## src/rtl/mdc_fft_ctrl.sv

```systemverilog
// Control sequencer for a radix-2 multi-path delay commutator FFT: tracks the beat
// counter, per-stage validity, commutator selects, twiddle addresses and frame completion.
module mdc_fft_ctrl #(
  parameter int LOG2N = 5
) (
  input  logic                               clk,
  input  logic                               rst_n,
  input  logic                               start_i,
  input  logic                               cont_i,
  input  logic                               in_valid_i,
  output logic                               in_ready_o,
  output logic                               busy_o,
  output logic [LOG2N-2:0]                   com_sel_o,
  output logic [(LOG2N-1)*(LOG2N-1)-1:0]     tw_addr_o,
  output logic [LOG2N-2:0]                   stage_act_o,
  output logic                               out_valid_o,
  output logic                               frame_done_o
);

  localparam int S    = LOG2N - 1;
  localparam int HALF = 1 << S;
  localparam int GW   = LOG2N;

  localparam logic [GW-1:0] G_ONE    = GW'(1);
  localparam logic [GW-1:0] G_HALF   = GW'(HALF);
  localparam logic [GW-1:0] F_LAST   = GW'(HALF - 1);
  localparam logic [GW-1:0] G_END    = GW'(2 * HALF - 2);
  localparam logic [S-1:0]  P_LAST   = S'(HALF - 1);
  localparam logic [S-1:0]  P_ONE    = S'(1);

  typedef enum logic [1:0] {
    IDLE  = 2'd0,
    FILL  = 2'd1,
    RUN   = 2'd2,
    DRAIN = 2'd3
  } state_t;

  state_t           state_q, state_d;
  logic [GW-1:0]    g_q, g_d, g_inc;
  logic [S-1:0]     act_q, act_d;
  logic [S-1:0]     set_s, clr_s;
  logic [S-1:0]     com_q, com_nxt;
  logic [S*S-1:0]   tw_q, tw_nxt;
  logic             in_ready_q, busy_q, fd_q, fd_d;
  logic             adv;
  logic [S-1:0]     k_last_now;

  assign g_inc      = g_q + G_ONE;
  // Last stage has D=1, so its local index is simply p+1.
  assign k_last_now = g_q[S-1:0] + P_ONE;

  // Per-stage decode: k_s = (p - F_s) mod N/2 reduces to p + D_s since F_s = N/2 - D_s.
  for (genvar s = 1; s <= S; s++) begin : g_stage
    localparam int            D     = 1 << (S - s);
    localparam logic [GW-1:0] F_S   = GW'(HALF - D);
    localparam logic [GW-1:0] F_END = GW'(HALF - D + HALF - 1);
    localparam logic [S-1:0]  D_S   = S'(D);
    localparam logic [S-1:0]  MASK  = S'(2 * D - 1);
    logic [S-1:0] k_nxt;
    logic [S-1:0] k_mod;

    assign k_nxt = g_d[S-1:0] + D_S;
    assign k_mod = k_nxt & MASK;
    assign set_s[s-1] = (g_d == F_S);
    assign clr_s[s-1] = (g_q == F_END);
    assign com_nxt[s-1] = act_d[s-1] & k_nxt[S-s];
    assign tw_nxt[(s-1)*S +: S] = act_d[s-1] ? S'(k_mod << (s - 1)) : {S{1'b0}};
  end

  // Beat advance and state/counter next-state.
  always_comb begin
    adv     = 1'b0;
    state_d = state_q;
    g_d     = g_q;
    case (state_q)
      IDLE: begin
        if (start_i) begin
          state_d = FILL;
          g_d     = '0;
        end else begin
          state_d = IDLE;
        end
      end
      FILL: begin
        adv = in_valid_i;
        if (in_valid_i) begin
          g_d = g_inc;
          if (g_inc == F_LAST) begin
            state_d = RUN;
          end else begin
            state_d = FILL;
          end
        end else begin
          state_d = FILL;
        end
      end
      RUN: begin
        adv = in_valid_i;
        if (in_valid_i && (g_q[S-1:0] == P_LAST)) begin
          if (cont_i) begin
            g_d = '0;
          end else begin
            state_d = DRAIN;
            g_d     = G_HALF;
          end
        end else if (in_valid_i) begin
          g_d = g_inc;
        end else begin
          g_d = g_q;
        end
      end
      DRAIN: begin
        adv = 1'b1;
        if (g_q == G_END) begin
          state_d = IDLE;
          g_d     = '0;
        end else begin
          g_d = g_inc;
        end
      end
      default: begin
        state_d = IDLE;
        g_d     = '0;
      end
    endcase
  end

  // Stage validity tracking and frame completion detect.
  always_comb begin
    act_d = act_q;
    fd_d  = adv & act_q[S-1] & (k_last_now == P_LAST);
    if (adv && ((state_q == FILL) || (state_q == RUN))) begin
      act_d = act_q | set_s;
    end else if (adv && (state_q == DRAIN)) begin
      act_d = act_q & ~clr_s;
    end else begin
      act_d = act_q;
    end
  end

  // State and registered outputs, decoded from next-state so every output is a flop.
  always_ff @(posedge clk or negedge rst_n) begin
    if (!rst_n) begin
      state_q    <= IDLE;
      g_q        <= '0;
      act_q      <= '0;
      com_q      <= '0;
      tw_q       <= '0;
      in_ready_q <= 1'b0;
      busy_q     <= 1'b0;
      fd_q       <= 1'b0;
    end else begin
      state_q    <= state_d;
      g_q        <= g_d;
      act_q      <= act_d;
      com_q      <= com_nxt;
      tw_q       <= tw_nxt;
      in_ready_q <= (state_d == FILL) || (state_d == RUN);
      busy_q     <= (state_d != IDLE);
      fd_q       <= fd_d;
    end
  end

  assign in_ready_o   = in_ready_q;
  assign busy_o       = busy_q;
  assign com_sel_o    = com_q;
  assign tw_addr_o    = tw_q;
  assign stage_act_o  = act_q;
  assign out_valid_o  = act_q[S-1];
  assign frame_done_o = fd_q;

endmodule

```

## config.mk

```make
export PLATFORM = sky130hd
export DESIGN_NAME = mdc_fft_ctrl
export DESIGN_NICKNAME = d
export VERILOG_FILES = /design/src/rtl/mdc_fft_ctrl.sv
export SDC_FILE = /design/constraint.sdc
export NUM_CORES = 1
export LEC_CHECK = 0
export ABC_AREA = 1
export BUFFER_PORTS_ARGS = -buffer_cell sky130_fd_sc_hd__buf_2
export CORE_UTILIZATION = 54
export CTS_CLUSTER_DIAMETER = 80
export DETAILED_ROUTE_END_ITERATION = 16
export GPL_TIMING_DRIVEN = 0
export PLACE_DENSITY = 0.9
export REMOVE_ABC_BUFFERS = 1
export SYNTH_ARGS = -nofsm -noshare
export SYNTH_HDL_FRONTEND = slang
export SYNTH_SLANG_ARGS = --single-unit
```

## constraint.sdc

```tcl
create_clock -name clk -period 2.4 [get_ports clk]
set_input_delay 0.48 -clock clk [delete_from_list [all_inputs] [get_ports clk]]
set_output_delay 0.48 -clock clk [all_outputs]
set_load 0.01 [all_outputs]
```

==> impl_results.md, run 1 <==
- Synth-to-layout area growth: 7.14%
- DR WL/cell: 12.6 um
- Reg2Reg Depth: 11
- Actual slew at the worst max-slew pin: 0.555 ns
- CP required: 2.61 ns
- Final Hold Viols: 0
- Async set or reset register ratio after synthesis: 100%
- Pre-antenna DRT Iters: 4
- Die Wd: 55.7 um
- R2R Setup Slk: 0.29 ns
- Peak VDD IR: 0.815 mV
- Synth cell types: 25
- CTS tree: yes
- WS Path Type: reg -> reg
- Reg clk slew, reported paths: 0.12 ns
- EDFF count, synth: 0
- Cell total after placement: 242
- Seq/Total Area, Yosys: 38.5%
- Syn. warnings: 0
- Rel. slew slack: 62.6%
- Slowest-stage cell, CP: dfrtp_1
- ANT cells: 0
- Synth Instances: 194
- Clock Sinks: 24
- Synth top area cells: dfrtp_1 (39%), nand2_1 (8.9%), inv_1 (8.2%)
- Initial Util: 57.0%
- Achievable frequency: 474 MHz
- Initial antenna violation count: 0
- Top-area cell type share of the netlist area: 38.5%
- Final-report max-slew violation count: 0
- Finished Layout Cells: 246
- Setup violators final: 0
- PD cells: 879 mW/mm2
- Post-CTS sizing: 0
- Fin crit share: 87.8%
- Fin Clk Skew: 0.00238 ns
- Int Power: 0.000810 W
- Switching share of power: 44.8%
- Crit. End Element: flop
- Outcome: finished clean
- Most used cell, CP: inv_1
- Biggest cell delay along the critical path: 0.48 ns
- Worst-path cell chain: inv_1 -> ha_1 -> nand2_1 -> nor2_4 -> nor2_4 -> inv_1 -> nor2_1 -> o21ai_0 -> a31oi_1 -> inv_1 -> ha_1
- Die area: 0.00311 mm2
- Vias in the first global route: 1,202
- Yosys reg bits: 24
- Synth top cells by count: nand2_1 (37), inv_1 (34), dfrtp_1 (24)
- Antenna Violating Nets Remaining: 0
- Gate power share: 46.3%
- Avg Vias per Cell: 5.34
- Reg-to-reg startpoint: g_q[0]
- Grt ovf: 0
- Dpl hpwl: 2420 um
- H-tree Lvls: 1
- P_sw: 0.000658 W
- Setup TNS: 0 ns
- Reg2reg end: in_ready_o
- Layout cells sized above 1: 22.8%
- Root Buffer: clkbuf_4
- Initial DRC Count: 66
- Sequential power share: 39.8%
- Clk_lat worst skew: 0.31 ns
- Area of the core: 0.00273 mm2
- Worst-path fanout max: 7
- DRC errors left: 0
- Gpl congestion: 0.930
- CP startpoint kind: flop
- Post-CTS Hold Fix Bufs: 0
- Post-layout minimum cycle time: 2.11 ns
- Total of max-cap violations: 0
- Final #Nets: 230
- Leakage: 0.982 nW
- First-pass GRT wire length: 5350 um
- Setup Fix Bufs, Post-CTS: 0
- Largest net degree at the start of global routing: 25
- Total track usage: 22.0%
- Syn avg cell area: 8.04 um2
- Leading area contributor after synthesis: dfrtp_1
- Final WL: 3100 um
- CP startpoint: g_q[0]
- Row count: 19
- HP Class: in -> async
- RSZ-0062 raised after global routing: false
- Clock power frac: 14.0%
- I/O pins: 33
- Max Root-Sink Buffers: 2
- Die Y: 55.7 um
- Post-synthesis cell area: 0.00156 mm2
- Most common cell in the netlist: nand2_1
- Top FF cell, synth: dfrtp_1
- Worst Path Arrival: 2.32 ns
- Port Buffers: 26
- Total CTS buffers: 3
- Vias: 1,313
[stage by stage]
stage               cell area [um2]  power (W)  setup WS [ns]  utilization [%]  hold slack (ns)
floorplan                      1470    0.00107          0.574                -            0.184
global placement               1630    0.00124          0.315             59.8            0.473
detailed placement             1630    0.00127          0.333             59.8            0.474
CTS                            1670    0.00147          0.302             61.1            0.138
global route                   1670    0.00159         0.0908             61.1            0.144
finish                         1670    0.00147          0.292             61.1            0.123
[kinds of logic (layout without fill, tap and decap cells)]
group	count (synthesis)	in the layout	share of synthesized area (%)
xor gates and xnor gates	1	1	0.562
AOI/OAI and AO/OA	29	29	11.6
adders and majority gates	9	9	7.22
buffers and inverters	51	67	16.1
and+or+nand+nor	79	79	25.8
other	1	6	0.241
DFF	24	24	38.5
[worst max-delay path by stage]
stage,slack [ns],cells after the start,end
6_report,0.29,11,in_ready_o
5_1_grt,0.09,11,in_ready_o
4_1_cts,0.30,11,in_ready_o
3_5_place_dp,0.33,11,in_ready_o
3_3_place_gp,0.32,11,in_ready_o
2_1_floorplan,0.57,11,in_ready_o
[routing by layer]
layer / GRT usage, % / share of wire (%) / up-vias
li1: - / - / 635
met1: 28.2 / 39 / 609
met2: 36.8 / 50 / 56
met3: 4.42 / 7.2 / 13
met4: 8.21 / 3.0 / 0
met5: 0 / 0 / -
[registers in the layout, indices dropped and copies added (netlist names)]
signal and flops:
stage_act_o 4, tw_addr_o 7, state_q 2, g_q 5, busy_o 1, com_sel_o 3, in_ready_o 1, frame_done_o 1
[area by class of cell]
type,instances,area [um2]
Multi-Input combinational cell,124,726
Fill cell,220,1060
Sequential cell,24,601
Clock buffer,4,36.3
Inverter,37,139
Timing Repair Buffer,26,130
Tap cell,31,38.8
[critical path: cells and delay by family (launching register included)]
family                   cells  cell delay (ns)
AO/OA/AOI/OAI                2             0.34
flip-flops                   1             0.48
AND/OR/NAND/NOR              4             0.39
adder cells (fa/ha/maj)      2             0.52
buffers and inverters        3             0.27
[power by group through the flow]
stage	Combinational, W	Clock (W)	Sequential, W
6_report	0.000679	0.000205	0.000584
5_1_grt	0.000767	0.000226	0.000598
4_1_cts	0.000681	0.000205	0.000585
3_5_place_dp	0.000677	0	0.000594
3_3_place_gp	0.000653	0	0.000590
2_1_floorplan	0.000462	0	0.000608
[cells in the final DEF (no fill, tap or decap), drive strengths merged]
cell type  synthesis  final
o211ai             2      2
nand3             21     21
o21ai              7      7
nand4              3      3
ha                 9      9
buf               14     26
o41ai              1      1
o21bai             1      1
a31oi              1      1
clkbuf             0      4
a21oi             17     17
nand2             44     44
dfrtp             24     24
conb               1      6
inv               37     37
nor2              11     11
xor2               1      1
(Power assumes the default switching activity.)
==> inputs of run 2 (changes only) <==
- CORE_UTILIZATION: 54 -> 58
- GPL_TIMING_DRIVEN: 0 -> unset
- PLACE_DENSITY: 0.9 -> 0.95
- clock period: 2.4 -> 2.63 ns (I/O delays scaled with it)
==> impl_results.md, run 2 (synthesis gave the netlist of run 1 again) <==
- DRC errors left: 0
- Total CTS buffers: 3
- H-tree Lvls: 1
- WHS: 0.153 ns
- Avg Vias per Cell: 5.41
- Initial antenna violation count: 0
- PD cells: 856 mW/mm2
- Post-CTS sizing: 0
- Initial Util: 62.4%
- Total track usage: 26.7%
- Antenna Violating Nets Remaining: 0
- Total of max-cap violations: 0
- Final-report max-slew violation count: 0
- Achievable frequency: 454 MHz
- Final Hold Viols: 0
- Fin Clk Skew: 0.0163 ns
- Register Area: 601 um2
- Largest net degree at the start of global routing: 25
- Setup violators final: 0
- Gpl congestion: 0.965
- Rel. slew slack: 52.8%
- Setup Fix Bufs, Post-CTS: 0
- Most common cell after layout, fill and taps aside: nand2_1
- CP required: 2.82 ns
- Area of the core: 0.00250 mm2
- Clk_lat worst skew: 0.33 ns
- CP startpoint kind: flop
- HP Class: in -> async
- Worst-path fanout max: 6
- Max Root-Sink Buffers: 2
- Vias: 1,325
- Pre-antenna DRT Iters: 4
- RSZ-0062 raised after global routing: false
- Post-DP Area: 0.00163 mm2
- Die area: 0.00290 mm2
- Filler Cell Count: 217
- I/O pins: 33
- Initial DRC Count: 33
- Row count: 18
- Crit. End Element: flop
- Outcome: finished clean
- CTS tree: yes
- DR WL/cell: 13.9 um
- Final WL: 3420 um
- Synth-to-layout area growth: 8.11%
- Tot Pwr: 0.00144 W
- First-pass GRT wire length: 5350 um
- Reg clk slew, reported paths: 0.14 ns
- Post-layout minimum cycle time: 2.20 ns
- Post-layout util: 67.4%
- Peak VDD IR: 0.717 mV
- WS Path Type: reg -> reg
- Setup TNS: 0 ns
- Final #Nets: 230
- Die Wd: 53.8 um
- Most frequent cells in the layout: nand2_1 (37), inv_1 (34), buf_2 (26)
- Leakage: 0.989 nW
- Worst Path Arrival: 2.39 ns
- Final Instance Area: 0.00169 mm2
- Root Buffer: clkbuf_4
- Max reg flops: 7
- Port Buffers: 26
- Vias in the first global route: 1,148
- Post-CTS Hold Fix Bufs: 0
- Die Y: 53.8 um
- Grt ovf: 0
- Multi-input gate area: 726 um2
- Layout cells sized above 1: 22.8%
- ANT cells: 0
- Fin crit share: 83.8%
- Clock Sinks: 24
- Actual slew at the worst max-slew pin: 0.701 ns
- Dpl hpwl: 2650 um
run 2: power by group:
| group | total [W] | internal (W) | switching, W |
|---|---|---|---|
| Combinational | 0.000625 | 0.000207 | 0.000418 |
| Sequential | 0.000550 | 0.000449 | 0.000101 |
| Clock | 0.000268 | 0.000154 | 0.000113 |
run 2: per-stage QoR:
step | setup WS (ns) | std cells
after CTS | 0.494 | 245
final | 0.425 | 245
after global routing | 0.305 | 245
after global placement | 0.633 | 241
after floorplan | 0.804 | 185
after detailed placement | 0.520 | 241
run 2: final timing paths:
path | start | endpoint | slack, ns | cells past startpoint
max reg2reg | state_q[0] | tw_addr_o[2] | 0.43 | 8
max | state_q[0] | tw_addr_o[2] | 0.43 | 8
max in group asynchronous | rst_n | tw_addr_o[15] | 2.12 | 1
min reg2reg | stage_act_o[1] | com_sel_o[1] | 0.56 | 2
min | rst_n | stage_act_o[0] | 0.15 | 1
min in group clk | stage_act_o[1] | com_sel_o[1] | 0.56 | 2
run 2: cell type report:
type,instances,area share [%]
inverter,37,8.24
clock inverter,1,1.78
clock buffer,3,1.34
timing repair buffer,26,7.72
tap,30,2.23
sequential,24,35.6
multi-input combinational,124,43.1
run 2: layer usage:
layer  GRT usage, %  wire (um)
met5              0          0
met3           5.37        197
met2           45.3       1720
met4           8.33         79
met1           33.9       1420
run 2: critical path, stage by stage, from the launching register on:
cell	delay, ns
dfrtp_1	0.41
inv_1	0.10
ha_1	0.32
nand2_1	0.06
nand2_1	0.06
nand3_1	0.16
inv_1	0.16
o41ai_2	0.59
a21oi_1	0.20
